**src/rtl/osu_serial_tx.sv**
```systemverilog
// osu_serial_tx
//   Parallel-in, serial-out frame transmitter. A WIDTH-bit word is accepted
//   over a valid/ready handshake and sent LSB first between a start bit (0)
//   and a stop bit (1). Each bit is held for DIV clock cycles. The line
//   idles high.
//
//   Optional feature macro: PARITY_EN
//     defined   -> one even-parity bit (XOR of the word) is sent between
//                  the last data bit and the stop bit.
//     undefined -> no parity state and no parity logic.
//
// Parameters
//   WIDTH  data bits per frame (1..32)
//   DIV    clock cycles per serial bit (1..256)
//
// Ports
//   CLK        clock, all state changes on its rising edge
//   RST        synchronous active-high reset
//   DIN        parallel word, sampled only on an accept edge
//   DIN_VALID  producer has a word on DIN
//   DIN_READY  transmitter can accept (idle and not in reset)
//   SOUT       registered serial line output
//   BUSY       registered, high whenever a frame is in progress
module osu_serial_tx #(
  parameter int WIDTH = 8,
  parameter int DIV   = 4
) (
  input  logic             CLK,
  input  logic             RST,
  input  logic [WIDTH-1:0] DIN,
  input  logic             DIN_VALID,
  output logic             DIN_READY,
  output logic             SOUT,
  output logic             BUSY
);

  localparam int DW = (DIV > 1) ? $clog2(DIV) : 1;
  localparam int CW = (WIDTH > 1) ? $clog2(WIDTH) : 1;
  localparam logic [DW-1:0] DIV_LAST = DW'(DIV - 1);
  localparam logic [CW-1:0] BIT_LAST = CW'(WIDTH - 1);

  typedef enum logic [2:0] {
    IDLE,
    START,
    DATA,
`ifdef PARITY_EN
    PARITY,
`endif
    STOP
  } state_t;

  state_t           state, state_nxt;
  logic [WIDTH-1:0] shreg, shreg_nxt;
  logic [CW-1:0]    bitcnt, bitcnt_nxt;
  logic [DW-1:0]    divcnt, divcnt_nxt;
  logic             sout_nxt, busy_nxt;
  logic             accept, bnd;
`ifdef PARITY_EN
  logic             par, par_nxt;
`endif

  assign DIN_READY = (state == IDLE) & ~RST;
  assign accept    = DIN_READY & DIN_VALID;
  // With DIV=1 the counter is a constant 0, so every edge is a boundary.
  assign bnd       = (divcnt == DIV_LAST);

  // State register (also holds the shift register, counters and the
  // registered line outputs)
  always_ff @(posedge CLK) begin
    if (RST) begin
      state  <= IDLE;
      shreg  <= '0;
      bitcnt <= '0;
      divcnt <= '0;
      SOUT   <= 1'b1;
      BUSY   <= 1'b0;
`ifdef PARITY_EN
      par    <= 1'b0;
`endif
    end else begin
      state  <= state_nxt;
      shreg  <= shreg_nxt;
      bitcnt <= bitcnt_nxt;
      divcnt <= divcnt_nxt;
      SOUT   <= sout_nxt;
      BUSY   <= busy_nxt;
`ifdef PARITY_EN
      par    <= par_nxt;
`endif
    end
  end

  // Next-state logic
  always_comb begin
    state_nxt  = state;
    shreg_nxt  = shreg;
    bitcnt_nxt = bitcnt;
    divcnt_nxt = divcnt;
`ifdef PARITY_EN
    par_nxt    = par;
`endif
    if (state != IDLE) begin
      divcnt_nxt = bnd ? '0 : divcnt + DW'(1);
    end
    case (state)
      IDLE: begin
        if (accept) begin
          state_nxt  = START;
          shreg_nxt  = DIN;
          bitcnt_nxt = '0;
          divcnt_nxt = '0;
`ifdef PARITY_EN
          // Parity is latched from the accepted word, since the shift
          // register no longer holds all bits once shifting starts.
          par_nxt    = ^DIN;
`endif
        end
      end
      START: begin
        if (bnd) state_nxt = DATA;
      end
      DATA: begin
        if (bnd) begin
          shreg_nxt  = shreg >> 1;
          bitcnt_nxt = bitcnt + CW'(1);
          if (bitcnt == BIT_LAST) begin
`ifdef PARITY_EN
            state_nxt = PARITY;
`else
            state_nxt = STOP;
`endif
          end
        end
      end
`ifdef PARITY_EN
      PARITY: begin
        if (bnd) state_nxt = STOP;
      end
`endif
      STOP: begin
        if (bnd) state_nxt = IDLE;
      end
      default: state_nxt = IDLE;
    endcase
  end

  // Output logic: line value for the state being entered, registered above.
  // In DATA the LSB of the next shift register value is the bit on the line.
  always_comb begin
    sout_nxt = 1'b1;
    busy_nxt = (state_nxt != IDLE);
    case (state_nxt)
      START:   sout_nxt = 1'b0;
      DATA:    sout_nxt = shreg_nxt[0];
`ifdef PARITY_EN
      PARITY:  sout_nxt = par_nxt;
`endif
      default: sout_nxt = 1'b1;
    endcase
  end

endmodule

```
**config.mk**
```make
export PLATFORM = sky130hd
export DESIGN_NAME = osu_serial_tx
export DESIGN_NICKNAME = d
export VERILOG_FILES = /design/src/rtl/osu_serial_tx.sv
export SDC_FILE = /design/constraint.sdc
export NUM_CORES = 1
export LEC_CHECK = 0
export BUFFER_PORTS_ARGS = -buffer_cell sky130_fd_sc_hd__buf_4
export CAP_MARGIN = 0
export CORE_MARGIN = 1.5
export CORE_UTILIZATION = 52
export CTS_CLUSTER_SIZE = 10
export DETAILED_ROUTE_END_ITERATION = 7
export PLACE_DENSITY = 0.72
export SYNTH_ARGS = -nofsm -noshare
export SYNTH_HDL_FRONTEND = slang
export SYNTH_SLANG_ARGS = --single-unit
```
**constraint.sdc**
```tcl
create_clock -name CLK -period 3.3 [get_ports CLK]
set_input_delay 0.825 -clock CLK [delete_from_list [all_inputs] [get_ports CLK]]
set_output_delay 0.825 -clock CLK [all_outputs]
set_load 0.01 [all_outputs]
```
==> run_results.csv <==
group,metric,value,unit
worst_setup_path,critPathKind,"reg2out",
yosys,synth_area,862.1,um2
power_and_ir_drop,comb_power_share,0.111,
finish,n_fill_cell,137,
sta,whs,0.4730,ns
yosys,ys_types,31,
die,core,1524,um2
cts,cts.sinks,18,
finish,fin_cells,119,
placement,gp_congestion,0.7168,
routing,dr.pass1.iters,3,
worst_setup_path,cp-end-kind,"primary output",
finish,diodes,0,
worst_setup_path,startpoint_type,"flip-flop",
sta,rsz0062_at_grt,"no",
power_and_ir_drop,leakage,0.3668,nW
routing,avgViaCountPerCell,5.622,
die,start_util,0.5657,
power_and_ir_drop,power_frac_seq,0.612,
placement,dp.cells,116,
die,io_pins,14,
sta,fin_worst_skew,0.001246,ns
worst_setup_path,worstPathRequired,2.47,ns
finish,utilization,0.6371,
sta,setup_viol,0,
routing,wl_per_cell,12.46,um
worst_setup_path,cp_data_arrival_time,1.37,ns
cts,post_cts_buffers,0,
cts,clk_latency,0.28,ns
finish,nets,119,
yosys,synth_cells,91,
min_path,hold_path_class,"reg2reg",
sta,hold_viol_final,0,
finish,multi_input_area,466.7,um2
yosys,avgSynthCellArea,9.473,um2
cts,clk_pin_slew,0.09,ns
yosys,synth.ff_latch_count,18,
global_route,antenna_found_initial,0,
outcome,outcome,"finished clean",
die,num_rows,14,
power_and_ir_drop,swShare,0.2317,
cts,cts.path.max_buffers,2,
power_and_ir_drop,p_switching,0.08650,mW
worst_setup_path,crit_chain,"or3_4 > nor2_1 > buf_4",
worst_setup_path,cpPeakStageDelay,0.44,ns
cts,clockRootBuffer,"clkbuf_4",
sta,setup_tns,0,ns
yosys,yosys_warnings,0,
power_and_ir_drop,power_density,384.5,nW/um2
yosys,synth_ff_type,"dfxtp_1",
global_route,grt_max_degree,18,
finish,regArea,360.3,um2
cts,cts_buffers,3,
placement,port_buffers,13,
finish,area_growth_syn_to_layout,12.63,%
yosys,synth-async-reset-ratio,0,
power_and_ir_drop,clkPwrFrac,0.277,
sta,slew_viol_final,0,
worst_setup_path,crit_slowest_cell,"or3_4",
global_route,overflow,0,
yosys,netlist.area_leader.share,0.4180,
sta,min_period,2.192,ns
yosys,yosys-top-cells-count,"dfxtp_1, nand2_1, nor2_1",
placement,dpl.hpwl,1098,um
finish,drive_gt1_frac,0.2718,
sta,fin_crit_sh,0.6643,
job,drv_cap,0,
power_and_ir_drop,ir_drop,0.2590,mV
sta,fmax,456.2,MHz
die,die_w,43.72,um
routing,ant_nets,0,
worst_setup_path,cp_max_fo,7,
power_and_ir_drop,internal-power,0.2868,mW
die,dieHeight,43.72,um
routing,routed_wl,1483,um
cts,cts_resized,0,
yosys,yosys.area.top_type,"dfxtp_1",
cts,holdBufCountCts,0,
yosys,synth-edff-count,0,
yosys,synth.area.top_cells,"dfxtp_1, a21oi_2, nand2_1",
global_route,grt_pass1_wl,2394,um
routing,drc,0,
global_route,grt_pass1_vias,582,
routing,drt_iter0_drc,5,
yosys,yosysMostFrequentCell,"dfxtp_1",
cts,cts_tree,"yes",
die,die_area,1911,um2
cts,htree_levels,1,
yosys,syn_nets,105,
global_route,track_usage,0.1714,
routing,vias,669,
yosys,synth-seq-area-share,0.4180,
-- per-layer routing --
| layer | vias to the layer above | part of all wire | global-route usage |
|---|---|---|---|
| met2 | 8 | 0.50 | 0.2735 |
| met5 | - | 0 | 0 |
| met1 | 310 | 0.47 | 0.2152 |
| li1 | 349 | - | - |
| met3 | 2 | 0.029 | 0.02500 |
| met4 | 0 | 0.0061 | 0.1091 |
-- state kept, by name, summed over array words and instances, names as in the netlist --
register	count
BUSY	1
bitcnt	3
shreg	8
divcnt	2
state	3
SOUT	1
-- power by group through the flow --
stage | combinational (mW) | sequential (mW) | clock, mW
2_1_floorplan | 0.0280 | 0.233 | 0
3_3_place_gp | 0.0412 | 0.233 | 0
3_5_place_dp | 0.0420 | 0.234 | 0
4_1_cts | 0.0421 | 0.228 | 0.108
5_1_grt | 0.0464 | 0.229 | 0.115
6_report | 0.0415 | 0.229 | 0.103
-- final cells by class --
cell class                      count  share of cell area
Multi-Input combinational cell     68              0.4807
Sequential cell                    18              0.3711
Timing Repair Buffer               13              0.1005
Clock buffer                        3             0.02320
Tap cell                           16             0.02062
Inverter                            1            0.003866
-- cell usage in the layout, fill, tap and decap left out, drive strengths merged, types with 2 or more instances in the layout --
cell type / count
a21oi: 12
a22oi: 6
a31oi: 2
and4bb: 2
buf: 13
clkbuf: 3
dfxtp: 18
ha: 3
mux2i: 2
nand2: 13
nand3: 5
nor2: 7
nor3: 3
o21ai: 2
-- stage by stage --
step                      total power [mW]  worst slack (ns)  cell area, um2
after floorplan                     0.2607             1.101           862.1
after global placement              0.2745             1.203           948.4
after detailed placement            0.2755             1.197           948.4
after CTS                           0.3782             1.093           970.9
after global routing                0.3905             1.012           970.9
final                               0.3733             1.108           970.9
-- cell families after synthesis --
logic type / count (synthesis) / share of synthesized area
flops: 18 / 0.4180
buf+inv: 5 / 0.04062
fa+ha+maj: 3 / 0.04355
mux: 2 / 0.02322
simple gates: 36 / 0.2409
other cells: 1 / 0.004350
compound gates: 24 / 0.2090
xor+xnor: 2 / 0.02032
-- worst paths after layout --
kind	to	cells past startpoint	start	slack [ns]
worst max-delay path	DIN_READY	3	state[1]	1.11
worst min register to register	shreg[3]	2	shreg[3]	0.47
worst max register to register	SOUT	5	divcnt[0]	1.52
worst min-delay path	shreg[3]	2	shreg[3]	0.47
-- critical path, delay by kind of cell (launching register included) --
kind	cells	cell delay (ns)
and+or+nand+nor	2	0.54
DFF	1	0.42
buffers and inverters	1	0.12
No activity file was read; power rests on OpenSTA's default activity.
